===== src/rtl/time_pkg.sv =====
// Shared constants for the time-domain blocks: time/counter widths and scheduler FSM encoding.
package time_pkg;

    localparam int unsigned TIME_W     = 32;
    localparam int unsigned LATE_CNT_W = 16;
    localparam int unsigned ST_W       = 2;

    localparam logic [ST_W-1:0] ST_IDLE = 2'd0;
    localparam logic [ST_W-1:0] ST_WAIT = 2'd1;
    localparam logic [ST_W-1:0] ST_FIRE = 2'd2;

endpackage


===== src/rtl/cmd_fifo.sv =====
// Synchronous first-word fall-through FIFO with flush; head is the oldest stored word.
module cmd_fifo #(
    parameter int unsigned DEPTH = 4,
    parameter int unsigned WIDTH = 8
) (
    input  logic                     clk,
    input  logic                     rst,
    input  logic                     push,
    input  logic                     pop,
    input  logic                     flush,
    input  logic [WIDTH-1:0]         wdata,
    output logic [WIDTH-1:0]         head,
    output logic [$clog2(DEPTH):0]   count
);

    localparam int unsigned PTR_W = $clog2(DEPTH);
    localparam int unsigned CNT_W = PTR_W + 1;

    logic [WIDTH-1:0] mem [DEPTH];
    logic [PTR_W-1:0] wr_ptr;
    logic [PTR_W-1:0] rd_ptr;
    logic             do_push;
    logic             do_pop;

    assign do_push = push && (count != CNT_W'(DEPTH));
    assign do_pop  = pop && (count != '0);
    assign head    = mem[rd_ptr];

    // Flush wins over any push/pop in the same cycle.
    always_ff @(posedge clk) begin
        if (rst || flush) begin
            wr_ptr <= '0;
            rd_ptr <= '0;
            count  <= '0;
        end else begin
            if (do_push) wr_ptr <= wr_ptr + PTR_W'(1);
            if (do_pop)  rd_ptr <= rd_ptr + PTR_W'(1);
            count <= count + CNT_W'(do_push) - CNT_W'(do_pop);
        end
    end

    always_ff @(posedge clk) begin
        if (do_push) mem[wr_ptr] <= wdata;
    end

endmodule


===== src/rtl/time_cmd_sched.sv =====
// Timed command scheduler: queues commands tagged with a target time and releases them
// in order as one-cycle strobes when master_time reaches each target.
module time_cmd_sched
    import time_pkg::*;
#(
    parameter int unsigned DEPTH = 4,
    parameter int unsigned CMD_W = 8
) (
    input  logic                    clk,
    input  logic                    rst,
    input  logic [TIME_W-1:0]       master_time,
    input  logic                    cmd_valid,
    output logic                    cmd_ready,
    input  logic [TIME_W-1:0]       cmd_time,
    input  logic                    cmd_now,
    input  logic [CMD_W-1:0]        cmd_data,
    input  logic                    drop_late,
    input  logic                    flush,
    output logic                    out_stb,
    output logic [CMD_W-1:0]        out_data,
    output logic                    late,
    output logic [$clog2(DEPTH):0]  count,
    output logic [LATE_CNT_W-1:0]   late_cnt
);

    localparam int unsigned CNT_W = $clog2(DEPTH) + 1;
    localparam int unsigned ENT_W = 1 + TIME_W + CMD_W;

    logic [ENT_W-1:0]  wr_entry;
    logic [ENT_W-1:0]  head_entry;
    logic              head_now;
    logic [TIME_W-1:0] head_time;
    logic [CMD_W-1:0]  head_data;
    logic [TIME_W-1:0] diff;
    logic              head_due;
    logic              head_late;
    logic              push;
    logic              pop;
    logic              load;
    logic [ST_W-1:0]   state;
    logic [ST_W-1:0]   state_next;
    logic              stb_next;
    logic              late_next;

    assign cmd_ready = (count != CNT_W'(DEPTH));
    assign push      = cmd_valid && cmd_ready;
    assign wr_entry  = {cmd_now, cmd_time, cmd_data};
    assign {head_now, head_time, head_data} = head_entry;

    // Modular compare: a negative distance means the target is up to 2^31 cycles past.
    assign diff      = head_time - master_time;
    assign head_due  = (diff == '0);
    assign head_late = diff[TIME_W-1];

    cmd_fifo #(
        .DEPTH (DEPTH),
        .WIDTH (ENT_W)
    ) u_fifo (
        .clk   (clk),
        .rst   (rst),
        .push  (push),
        .pop   (pop),
        .flush (flush),
        .wdata (wr_entry),
        .head  (head_entry),
        .count (count)
    );

    always_comb begin
        state_next = state;
        stb_next   = 1'b0;
        late_next  = 1'b0;
        pop        = 1'b0;
        load       = 1'b0;
        if (flush) begin
            state_next = ST_IDLE;
        end else begin
            case (state)
                ST_IDLE: if (count != '0) state_next = ST_WAIT;
                ST_WAIT: begin
                    if (head_now || head_due) begin
                        state_next = ST_FIRE;
                        stb_next   = 1'b1;
                        pop        = 1'b1;
                        load       = 1'b1;
                    end else if (head_late) begin
                        state_next = ST_FIRE;
                        stb_next   = !drop_late;
                        late_next  = 1'b1;
                        pop        = 1'b1;
                        load       = 1'b1;
                    end
                end
                ST_FIRE: state_next = (count != '0) ? ST_WAIT : ST_IDLE;
                default: state_next = ST_IDLE;
            endcase
        end
    end

    always_ff @(posedge clk) begin
        if (rst) begin
            state    <= ST_IDLE;
            out_stb  <= 1'b0;
            late     <= 1'b0;
            out_data <= '0;
            late_cnt <= '0;
        end else begin
            state   <= state_next;
            out_stb <= stb_next;
            late    <= late_next;
            if (load) out_data <= head_data;
            if (late && (late_cnt != '1)) late_cnt <= late_cnt + LATE_CNT_W'(1);
        end
    end

endmodule


===== config.mk =====
export PLATFORM = sky130hd
export DESIGN_NAME = time_cmd_sched
export DESIGN_NICKNAME = d
export VERILOG_FILES = /design/src/rtl/time_pkg.sv /design/src/rtl/cmd_fifo.sv /design/src/rtl/time_cmd_sched.sv
export SDC_FILE = /design/constraint.sdc
export NUM_CORES = 1
export LEC_CHECK = 0
export ABC_AREA = 1
export BUFFER_PORTS_ARGS = -buffer_cell sky130_fd_sc_hd__buf_2
export CAP_MARGIN = 20
export CORE_UTILIZATION = 59
export DETAILED_ROUTE_END_ITERATION = 6
export PLACE_DENSITY = 0.91
export SLEW_MARGIN = 40
export SYNTH_ARGS = -nofsm -noshare
export SYNTH_HDL_FRONTEND = slang
export SYNTH_SLANG_ARGS = --single-unit

===== constraint.sdc =====
create_clock -name clk -period 5.73 [get_ports clk]
set_clock_uncertainty 0.2 [all_clocks]
set_input_delay 0.8595 -clock clk [delete_from_list [all_inputs] [get_ports clk]]
set_output_delay 0.8595 -clock clk [all_outputs]
set_load 0.02 [all_outputs]

; Yosys cells after proc, flatten, opt, wreduce, memory -nomap -nowiden
; Memory sizes are Yosys's and may differ from the RTL's. A register that Yosys moved wholly into a read port is not among the register bits.
; Cells that the tools add are included.
; W data, S select, Z words.
[word_totals]
ramBits = 164
output_inout_bits = 30
in_bits = 78
regBits = 35
word_cells = 51
n_memories = 1
[op_classes]
n_addsub = 6
n_bitwise = 1
n_mux = 15
n_eq_ne = 6
n_reduce_logical = 14
[mem_list]
columns = memory, depth, word_bits, rd, rd_ports_with_merged_regs, write_ports, line
row1 = u_fifo.mem, 4, 41, 1, 1, 1, cmd_fifo.sv:19  ; logic [WIDTH-1:0] mem [DEPTH];
[op_table]
columns = cell, n
row1 = $logic_not A32 Y1, 1
row2 = $sub A32 B32 Y32, 1
row3 = $add A16 B1 Y16 const B, 1
row4 = $ne A16 B16 Y1 const B, 1
row5 = $mux W2, 5
row6 = $mux W1, 9
row7 = $ne A3 B3 Y1 const B, 2
row8 = $pmux W2 S3, 1
row9 = $add A2 B1 Y2 const B, 2
row10 = $logic_and A1 B1 Y1, 4
row11 = $reduce_or A4 Y1, 1
row12 = $add A3 B1 Y3, 1
row13 = $reduce_bool A3 Y1, 1
row14 = $reduce_or A3 Y1, 1
row15 = $sub A3 B1 Y3, 1
row16 = $eq A2 B1 Y1 const B, 1
row17 = $eq A2 B2 Y1 const B, 1
row18 = $logic_not A2 Y1, 1
row19 = $logic_or A1 B1 Y1, 2
row20 = $ne A2 B2 Y1 const B, 1
row21 = $reduce_and A2 Y1, 1
row22 = $reduce_or A2 Y1, 1
row23 = $logic_not A1 Y1, 1
row24 = $not A1 Y1, 1

; Logic depth before layout (Yosys ltp)
[logic_depth]
word_depth = 9
mapped_depth = 31
depth_no_buf = 29

; By module
; A second synthesis with hierarchy kept.
[hier_totals]
cells_unflattened = 1238
hier_area_um2 = 10651.5
[modules_own_cells]
columns = module, cells_per_inst, instances, area_per_inst_um2, seq_area_each_um2
row1 = cmd_fifo, 461, 1, 6550.0, 5104.9
row2 = time_cmd_sched, 777, 1, 4101.4, 560.5

; Least setup slack after synthesis
; Ideal clock, no wire load.
[synth_path]
path_type = reg-to-reg
startpoint = reg with a tool-made name
endpoint = reg u_fifo.count[2]
setup_time_ns = 0.070
stages_incl_launch_ff = 28
period_less_slack_ns = 4.268
setup_slack_ns = 1.462
required_time_ns = 5.460
path_buffers = 2
t_arrival_ns = 3.998
cell_sequence = dfxtp_1 buf_2 clkbuf_1 nand2_1 a32o_1 ha_1 fa_1 inv_1 nand3_1 nand3_1 nand2_1 nand2_1 nand2_1 nand2_1 xor2_1 nor2_1 nand2_1 nor2_1 nand3_2 nand3_4 nand3_1 inv_1 ha_1 inv_1 ha_1 fa_1 or2_2 a21oi_1
[synth_lines]
columns = item, line
row1 = end signal: assignment, cmd_fifo.sv:38  ; count <= count + CNT_W'(do_push) - CNT_W'(do_pop);
row2 = end: declaration, cmd_fifo.sv:13  ; output logic [$clog2(DEPTH):0] count

==> summary.log <==
qor: die.chipHeight 135 um
qor: hold_path.min-delay-path-class register to register
qor: sta.totalNegativeSetupSlack 0 ps
qor: final_layout.cell_area_after_layout 12000 um^2
qor: worst_setup_path.timing.critical_path.mode_cell nand2_1
qor: route.postRouteAntennaNets 0
qor: die.placeableCoreArea 17300 um^2
qor: sta.fmax 193 MHz
qor: die.floorplan.die_area 18300 um^2
qor: worst_setup_path.crit_path_top_delay_cell buf_4
qor: clock_network.cts_resized 0
qor: hold_path.hold_path.startpoint out_data[5]
qor: final_layout.layout.nets 1447
qor: route.drt-pass1-iter-count 5
qor: die.initial_core_util 0.604
qor: global_route.gr-usage-all-layers 0.281
qor: pwr.power.density 282 nW/um^2
qor: sta.min_period 5180 ps
qor: logic_synthesis.synth_area 10500 um^2
qor: worst_setup_path.cp-end-kind register
qor: pwr.leakagePower 5.45 nW
qor: sta.hold_viol 0
qor: pwr.ir_drop 256 uV
qor: global_route.globalRoute.totalOverflow 0
qor: worst_setup_path.worstPathMaxFanout 82
qor: route.drt-vias-per-instance 5.45
qor: sta.grt_setup_unrepaired no
qor: outcome.outcome finished clean
qor: logic_synthesis.synthDominantAreaCellType edfxtp_1
qor: flow_run.max_cap_viol_count 0
qor: worst_setup_path.critPathMaxStageDelay 640 ps
qor: worst_setup_path.critPathLaunchType register
qor: global_route.grt_pass1_vias 8043
qor: clock_network.clk_latency 490 ps
qor: clock_network.cts-hold-fix-buffers 0
qor: place.port_buffers 107
qor: logic_synthesis.yosys.area_share.xor_xnor 0.0101
qor: place.globalplace.congestion 0.960
qor: clock_network.cts.reportedPaths.clkPinSlew 60 ps
qor: route.highest_layer met4
qor: logic_synthesis.synthesis.yosys.warnings 0
qor: sta.slew_headroom 0.466
qor: route.wl_per_cell 15.9 um
qor: worst_setup_path.required 5950 ps
qor: clock_network.post-cts-setup-buffer-count 0
qor: logic_synthesis.share_of_synthesized_cell_area_in_and_or_nand_and_nor_gates 0.227
qor: route.num_vias 8558
qor: route.wire_length_after_detailed_routing 24.9 mm
qor: logic_synthesis.portion_of_netlist_area_occupied_by_mux_cells 0
qor: sta.tightestPinTransition 802 ps
qor: route.met3WireLength 2.12 mm
qor: logic_synthesis.synth_seq_area_share 0.542
qor: logic_synthesis.synth_top_family_by_area simple AND/OR/NAND/NOR gates
qor: route.drt-met1-wl 10.4 mm
qor: logic_synthesis.synth.cells.most_frequent nand2_1, inv_1, edfxtp_1, nor2_1, o21ai_0
qor: logic_synthesis.postSynth.topFlopCell edfxtp_1
qor: logic_synthesis.yosys_register_bits 201
qor: final_layout.area_growth_syn_to_layout 14.5%
qor: logic_synthesis.synth_compound_gate_area_share 0.0869
qor: logic_synthesis.synth_largest_type_area_fraction 0.471
qor: logic_synthesis.post_synth_inst_count 1218
qor: place.placed_cells_incl_taps 1532
qor: clock_network.cts_max_level 1
qor: final_layout.layout.cells.non_filler 1569
qor: clock_network.clock_tree.buffer_depth 3
qor: worst_setup_path.timing.setup.critical_path_class register to register
qor: logic_synthesis.yosys.area_share.adder 0.0493
qor: global_route.grt_max_degree 83
qor: worst_setup_path.worst-endpoint-arrival 5400 ps
qor: die.die_w 135 um
qor: die.floorplan.rows 48
qor: logic_synthesis.synth_area_per_cell 8.58 um^2
qor: die.ios 108
qor: logic_synthesis.synth.distinct_cells 40
qor: logic_synthesis.number_of_enable_flip_flop_cells_after_synthesis 164
qor: logic_synthesis.netlist_top_cells_area edfxtp_1, nand2_1, inv_1, dfxtp_1, nor2_1
qor: place.placed_area 11300 um^2
qor: final_layout.final_layout_size_suffix_gt1_frac 0.136
qor: clock_network.cts_tree done
qor: route.drt_drc_violations_left 0
qor: route.dr.first_iter.drc_count 898
qor: global_route.grt_antenna_before_repair 0
qor: logic_synthesis.syn_nets 1336
qor: global_route.grt_first_pass_wirelength 39.6 mm
qor: sta.timing.final.setup_violations 0
qor: place.detailedPlacementHpwl 17.7 mm
qor: clock_network.clk_root_buffer_cell clkbuf_16
qor: route.wl_met2 11.8 mm
qor: clock_network.clkSinkCount 201
qor: sta.final_min_period_over_clock_period 0.904
qor: sta.slew_violations 0
qor: clock_network.cts_made_buffers 20
qor: logic_synthesis.synthMostInstantiatedCell nand2_1
qor: logic_synthesis.async_reset_ff_frac 0
[where the power goes]
part / switching [mW] / internal (mW)
Clock: 0.516 / 0.786
Sequential: 0.00948 / 1.62
Combinational: 0.299 / 0.148
[cell families after synthesis]
group | count (synthesis)
buffers and inverters | 234
flip-flops | 201
adder cells (fa/ha/maj) | 40
XOR/XNOR | 12
AO/OA/AOI/OAI | 167
AND/OR/NAND/NOR | 564
[final timing paths]
check                     to  slack [ps]  depth (start not counted)
max          u_fifo.count[2]         550                         27
min              out_data[5]         270                          2
max reg2reg  u_fifo.count[2]         550                         27
min reg2reg      out_data[5]         270                          2
[state kept, by name, summed over array words and instances (netlist names), named ones only]
| signal | count |
|---|---|
| u_fifo.mem | 164 |
| late_cnt | 16 |
| out_data | 8 |
| u_fifo.count | 3 |
| state | 2 |
| u_fifo.rd_ptr | 2 |
| u_fifo.wr_ptr | 2 |
| late | 1 |
| out_stb | 1 |
[per-layer routing]
metal  vias up  global-route usage
met2       382               0.459
li1       4211                   -
met3        43              0.0458
met4         0              0.0999
met1      3922               0.379
met5         -                   0
[stage by stage]
step | hold WS (ps) | setup slack [ps] | util | total power [mW]
2_1_floorplan | 249 | 1460 | - | 1.96
3_3_place_gp | 249 | 917 | 0.653 | 2.09
3_5_place_dp | 261 | 738 | 0.653 | 2.10
4_1_cts | 269 | 677 | 0.692 | 3.38
5_1_grt | 289 | 243 | 0.692 | 3.51
6_report | 265 | 549 | 0.692 | 3.38
[layout make-up]
cell class,instances,area [um^2]
tap,225,282
timing repair buffer,116,628
antenna,1,2.50
sequential,201,5670
clock buffer,30,613
clock inverter,6,60.1
inverter,207,777
fill,1256,5330
multi-input combinational,783,3940
[critical path: cells and delay by family (launching register included)]
kind / cells / cell delay (ps)
flip-flops: 1 / 330
AND/OR/NAND/NOR: 15 / 1710
buffers and inverters: 4 / 840
AO/OA/AOI/OAI: 4 / 910
adder cells (fa/ha/maj): 4 / 1070
[layout by cell type, fill, tap and decap left out, types with 10 or more instances in the layout]
cell type and instances:
nor3_1 12, nand3_1 53, inv_1 202, nor2_1 141, ha_1 38, a21oi_1 34
dfxtp_1 36, nand2_1 306, clkbuf_16 21, o21ai_0 87, nand4_1 10, buf_2 107
o22ai_1 38, xor2_1 11, edfxtp_1 164
Power figures use the tool's default switching activity.
